==> src/rtl/phase2_pkg.sv <==
// Shared constants, FSM state type and saturation helpers for the phase2 theta updater.
package phase2_pkg;

  localparam int DW    = 8;
  localparam int N     = 8;
  localparam int ACC_W = 16;

  typedef enum logic [1:0] {
    IDLE    = 2'd0,
    ACCUM   = 2'd1,
    UPDATE  = 2'd2,
    PRESENT = 2'd3
  } state_t;

  localparam logic signed [ACC_W-1:0] ACC_MAX  = {1'b0, {(ACC_W-1){1'b1}}};
  localparam logic signed [ACC_W-1:0] ACC_MIN  = {1'b1, {(ACC_W-1){1'b0}}};
  localparam logic signed [DW-1:0]    DW_MAX   = {1'b0, {(DW-1){1'b1}}};
  localparam logic signed [DW-1:0]    DW_MIN   = {1'b1, {(DW-1){1'b0}}};
  localparam logic signed [ACC_W:0]   DW_MAX_W = (ACC_W+1)'(2**(DW-1) - 1);
  localparam logic signed [ACC_W:0]   DW_MIN_W = (ACC_W+1)'(-(2**(DW-1)));

  // A one-bit-wider sum overflows ACC_W exactly when its top two bits differ.
  function automatic logic sat_hit_acc(input logic signed [ACC_W:0] v);
    return v[ACC_W] ^ v[ACC_W-1];
  endfunction

  function automatic logic signed [ACC_W-1:0] sat_to_acc(input logic signed [ACC_W:0] v);
    if (!sat_hit_acc(v)) return v[ACC_W-1:0];
    return v[ACC_W] ? ACC_MIN : ACC_MAX;
  endfunction

  function automatic logic sat_hit_dw(input logic signed [ACC_W:0] v);
    return (v > DW_MAX_W) || (v < DW_MIN_W);
  endfunction

  function automatic logic signed [DW-1:0] sat_to_dw(input logic signed [ACC_W:0] v);
    if (v > DW_MAX_W) return DW_MAX;
    if (v < DW_MIN_W) return DW_MIN;
    return v[DW-1:0];
  endfunction

endpackage

==> src/rtl/phase2_lane_acc.sv <==
// One lane: saturating gradient accumulator plus the scaled, saturating theta update.
// Define THETA_UPD_ROUND_EN to round the learning-rate shift half-up instead of flooring.
module phase2_lane_acc
  import phase2_pkg::*;
#(
  parameter int LR_SHIFT = 4
) (
  input  logic                 clk,
  input  logic                 resetn,
  input  logic                 acc_en,
  input  logic                 upd_en,
  input  logic                 clr,
  input  logic                 load,
  input  logic signed [DW-1:0] g_lane,
  input  logic signed [DW-1:0] theta_init_lane,
  output logic signed [DW-1:0] theta_lane,
  output logic                 sat
);

  logic signed [ACC_W-1:0] acc;
  logic signed [ACC_W:0]   acc_wide;
  logic signed [ACC_W:0]   acc_sum;
  logic signed [ACC_W:0]   acc_sh;
  logic signed [ACC_W:0]   theta_wide;
  logic signed [ACC_W:0]   theta_diff;

`ifdef THETA_UPD_ROUND_EN
  localparam logic signed [ACC_W:0] RND = (ACC_W+1)'(2**(LR_SHIFT-1));
  logic signed [ACC_W:0] acc_rnd;
`endif

  always_comb begin
    acc_wide   = {acc[ACC_W-1], acc};
    theta_wide = {{(ACC_W+1-DW){theta_lane[DW-1]}}, theta_lane};
    acc_sum    = acc_wide + {{(ACC_W+1-DW){g_lane[DW-1]}}, g_lane};
`ifdef THETA_UPD_ROUND_EN
    acc_rnd    = acc_wide + RND;
    acc_sh     = acc_rnd >>> LR_SHIFT;
`else
    acc_sh     = acc_wide >>> LR_SHIFT;
`endif
    theta_diff = theta_wide - acc_sh;
  end

  assign sat = (acc_en && sat_hit_acc(acc_sum)) || (upd_en && sat_hit_dw(theta_diff));

  always_ff @(posedge clk or negedge resetn) begin
    if (!resetn) begin
      acc        <= '0;
      theta_lane <= '0;
    end else begin
      if (load || clr) acc <= '0;
      else if (acc_en) acc <= sat_to_acc(acc_sum);

      if (load)        theta_lane <= theta_init_lane;
      else if (upd_en) theta_lane <= sat_to_dw(theta_diff);
    end
  end

endmodule

==> src/rtl/phase2_theta_update.sv <==
// Theta updater: accumulates NUM_SAMPLES gradient words, applies theta -= acc >>> LR_SHIFT.
// Rounding of the shift is selected by THETA_UPD_ROUND_EN (see phase2_lane_acc).
module phase2_theta_update
  import phase2_pkg::*;
#(
  parameter int NUM_SAMPLES = 16,
  parameter int CNT_W       = 5,
  parameter int LR_SHIFT    = 4
) (
  input  logic            clk,
  input  logic            resetn,
  input  logic            enable,
  input  logic [N*DW-1:0] g,
  input  logic            g_valid,
  output logic            g_ready,
  input  logic [N*DW-1:0] theta_init,
  input  logic            load_init,
  output logic [N*DW-1:0] theta,
  output logic            theta_valid,
  input  logic            theta_ready,
  output logic            busy,
  output logic            sat_flag
);

  state_t           state;
  logic [CNT_W-1:0] cnt;
  logic             hs;
  logic             last_hs;
  logic             load_go;
  logic             ack_go;
  logic             upd_go;
  logic [N-1:0]     lane_sat;

  assign g_ready     = enable && (state == ACCUM);
  assign hs          = g_valid && g_ready;
  assign last_hs     = hs && (cnt == CNT_W'(NUM_SAMPLES - 1));
  assign load_go     = enable && load_init && ((state == IDLE) || (state == PRESENT));
  // load_init outranks theta_ready when both arrive in PRESENT.
  assign ack_go      = enable && theta_ready && !load_init && (state == PRESENT);
  assign upd_go      = enable && (state == UPDATE);
  assign theta_valid = (state == PRESENT);
  assign busy        = (state != IDLE);

  always_ff @(posedge clk or negedge resetn) begin
    if (!resetn) begin
      state    <= IDLE;
      cnt      <= '0;
      sat_flag <= 1'b0;
    end else if (load_go) begin
      state    <= ACCUM;
      cnt      <= '0;
      sat_flag <= 1'b0;
    end else begin
      if (ack_go) begin
        state <= ACCUM;
        cnt   <= '0;
      end
      if (hs) begin
        cnt <= cnt + CNT_W'(1);
        if (last_hs) state <= UPDATE;
      end
      if (upd_go) state <= PRESENT;
      if (|lane_sat) sat_flag <= 1'b1;
    end
  end

  for (genvar i = 0; i < N; i++) begin : g_lane
    phase2_lane_acc #(
      .LR_SHIFT(LR_SHIFT)
    ) u_lane (
      .clk            (clk),
      .resetn         (resetn),
      .acc_en         (hs),
      .upd_en         (upd_go),
      .clr            (ack_go),
      .load           (load_go),
      .g_lane         (g[i*DW +: DW]),
      .theta_init_lane(theta_init[i*DW +: DW]),
      .theta_lane     (theta[i*DW +: DW]),
      .sat            (lane_sat[i])
    );
  end

endmodule

==> config.mk <==
export PLATFORM = sky130hd
export DESIGN_NAME = phase2_theta_update
export DESIGN_NICKNAME = d
export VERILOG_FILES = /design/src/rtl/phase2_pkg.sv /design/src/rtl/phase2_lane_acc.sv /design/src/rtl/phase2_theta_update.sv
export SDC_FILE = /design/constraint.sdc
export NUM_CORES = 1
export LEC_CHECK = 0
export ABC_AREA = 1
export ABC_CLOCK_PERIOD_IN_PS = 4800
export CAP_MARGIN = 5
export CORE_ASPECT_RATIO = 0.8
export CORE_MARGIN = 10
export CORE_UTILIZATION = 40
export CTS_CLUSTER_SIZE = 8
export DETAILED_ROUTE_END_ITERATION = 10
export PLACE_DENSITY = 0.57
export SETUP_SLACK_MARGIN = 0.15
export SKIP_LAST_GASP = 1
export SLEW_MARGIN = 25
export SYNTH_ARGS = -nofsm -noshare
export SYNTH_HDL_FRONTEND = slang
export SYNTH_SLANG_ARGS = --single-unit
==> constraint.sdc <==
create_clock -name clk -period 4.8 [get_ports clk]
set_clock_uncertainty 0.15 [all_clocks]
set_input_delay 1.2 -clock clk [delete_from_list [all_inputs] [get_ports clk]]
set_output_delay 1.2 -clock clk [all_outputs]
set_load 0.05 [all_outputs]
==> impl_metrics.yaml <==
run_status:
  status: "finished clean"
synthesis:
  synthArstFlopShare_pct: 100
  synthDominantAreaCellType: "dfrtp_1"
  synth_xor_xnor_area_share_pct: 5.61
  synthCells: 3109
  yosys-top-cells-count: "nand2_1, inv_1, o21ai_0"
  number_of_storage_elements_in_the_synthesis_netlist: 200
  syn-mean-instance-area_um2: 6.67
  synth_top_family_by_area: "simple AND/OR/NAND/NOR gates"
  syn-cell-area_mm2: 0.0207
  synth_fa_ha_area_share_pct: 15.4
  synth.net_count: 3489
  muxShareOfSynthArea_pct: 0
  postSynth.topFlopCell: "dfrtp_1"
  post_synth_and_or_nand_nor_area_fraction_pct: 28.2
  synthDistinctLibCells: 46
  post-synth-top-area-fraction_pct: 24.1
  yosys_warnings: 0
  synth.top_cells.by_area: "dfrtp_1, nand2_1, ha_1"
  number_of_flops_mapped_to_enable_cells_by_yosys: 0
  post-synth-top-count-cell: "nand2_1"
  seq_area_frac_synth_pct: 24.1
  synth_compound_area_share_pct: 17.6
finish:
  final_layout_fill_cell_count: 5159
  insertedDiodeCount: 0
  finalNetCount: 3667
  areaGrowthSynthToFinish_pct: 16.4
  post_route_cells_drive_above_1_share_pct: 4.21
min_path:
  holdCritStartpoint: "cnt[0]"
  hold_end: "cnt[0]"
  worst_hold_path.num_cells: 1
  holdCritPathClass: "reg2reg"
placed_design:
  hpwl_mm: 50.2
  buffer_ports.inserted: 201
  placement.setup.worst_slack_ns: 0.466
  routabilityCongestion: 0.881
clock_tree:
  ctsLongestPathBuffers: 2
  ctsHtreeMaxLevel: 4
  clkLatencyLatePin_ns: 0.52
  post_cts.resized_instances: 0
  clock_transition_time_at_the_flip_flop_clock_pins_of_the_worst_setup_and_hold_paths_ns: 0.08
  post-cts-setup-buffer-count: 0
  cts_root_buffer: "clkbuf_16"
  tritoncts_num_sinks: 200
  cts_bufs_inserted: 17
  cts_hold_buffers: 0
  tritoncts: "yes"
timing:
  hold_violations: 0
  max_slew_violation_count: 0
  timing_worst_slew_pin_value_ns: 0.954
  unrepaired_setup_endpoints_after_global_routing: "false"
  fin_hold_ws_ns: 0.358
  maxClockFrequency_ghz: 0.245
  setup_total_negative_slack_ns: 0
  post-route-period-util_pct: 84.9
  setup_slack_ns: 0.723
  max_slew_margin_pct: 36.4
  setup_viol: 0
  finalWorstPathRequiredPeriod_ns: 4.08
detailed_routing:
  postRouteAntennaNets: 0
  avgRoutedWirePerCell_um: 16.1
  remaining_drc_errors: 0
  pre_antenna_drt_iters: 8
  vias: 20700
  drt_iter0_drc: 1197
  post_drt_via_cell_ratio: 5.20
  total_wirelength_of_the_detailed_routed_design_mm: 64.0
global_route:
  grt_pass1_vias: 20100
  grt_max_degree: 99
  grt_first_pass_wirelength_mm: 105
  track_usage_pct: 20.9
  global_route.overflow_total: 0
  antenna_found_initial: 1
die:
  core_area_mm2: 0.0512
  die-height_um: 224
  initial_core_util_pct: 40.5
  num_io_pins: 202
  die-width_um: 275
  placement_rows: 74
  fp.dieArea_mm2: 0.0614
worst_setup_path:
  required_ns: 3.45
  crit_path_start_kind: "primary input"
  data_arrival_time_of_the_worst_path_ns: 2.73
  crit-reg2reg-capture: "sat_flag"
  reg2reg_from: "g_lane[6].u_lane.acc[4]"
  cp_max_fo: 4
  ff2ff_setup_slack_ns: 1.39
  rr_worst_depth: 17
  end_kind: "output port"
  critPathKind: "in2out"
flow_run:
  maxCapViolations: 0
-- state kept, by name, summed over array words and instances (netlist names) --
register,count
g_lane.u_lane.acc,128
g_lane.u_lane.theta_lane,64
cnt,5
state,2
sat_flag,1
-- cells in the final DEF, fill, tap and decap left out, drive strengths merged, types with 22 or more instances in the layout --
| master | n |
|---|---|
| nand2 | 876 |
| inv | 444 |
| o21ai | 349 |
| nand3 | 231 |
| ha | 230 |
| a21oi | 209 |
| dfrtp | 200 |
| clkdlybuf4s50 | 200 |
| nor2 | 157 |
| xor2 | 85 |
| nand4 | 51 |
| xnor2 | 46 |
| nor3 | 25 |
| a31oi | 22 |
-- per-layer routing --
metal	vias up	track usage, %	wire length, um
met5	-	0	0
met4	0	5.35	1070
met3	61	3.60	2570
met2	361	33.1	28300
met1	9624	28.8	32100
li1	10700	-	-
-- cell type report --
| type | instances | area (um^2) | share of cell area, % |
|---|---|---|---|
| multi-input combinational | 2418 | 13900 | 57.6 |
| sequential | 200 | 5000 | 20.7 |
| timing repair buffer | 214 | 2150 | 8.92 |
| inverter | 436 | 1640 | 6.78 |
| tap | 684 | 856 | 3.55 |
| clock buffer | 17 | 425 | 1.76 |
| clock inverter | 15 | 161 | 0.669 |
-- worst max-delay path, stage by stage --
cell and delay [ns]:
clkdlybuf4s50_1 0.55, nand2_1 0.07, inv_1 0.09, clkdlybuf4s50_1 0.81
-- metrics by stage --
step	area [um^2]	std cells	util (%)
floorplan	20700	3109	-
global placement	23500	3952	46.0
detailed placement	23500	3952	46.0
CTS	24100	3984	47.1
global route	24100	3984	47.1
finish	24100	3984	47.1
-- logic make-up after synthesis --
group | count (synthesis)
AND/OR/NAND/NOR | 1374
AO/OA/AOI/OAI | 667
buffers and inverters | 491
adder cells (fa/ha/maj) | 246
flip-flops | 200
XOR/XNOR | 131
-- worst max-delay path by stage --
stage	startpoint	to	slack (ns)	cells past startpoint
floorplan	g[8]	g_lane[1].u_lane.acc[6]	1.53	15
global placement	g[8]	sat_flag	0.53	17
detailed placement	g[15]	sat_flag	0.47	14
CTS	enable	g_ready	0.72	4
global route	enable	g_ready	0.65	4
finish	enable	g_ready	0.72	4
Power is not shown: default switching activity piles up to over one toggle a cycle in this logic, so the estimate is an artifact.
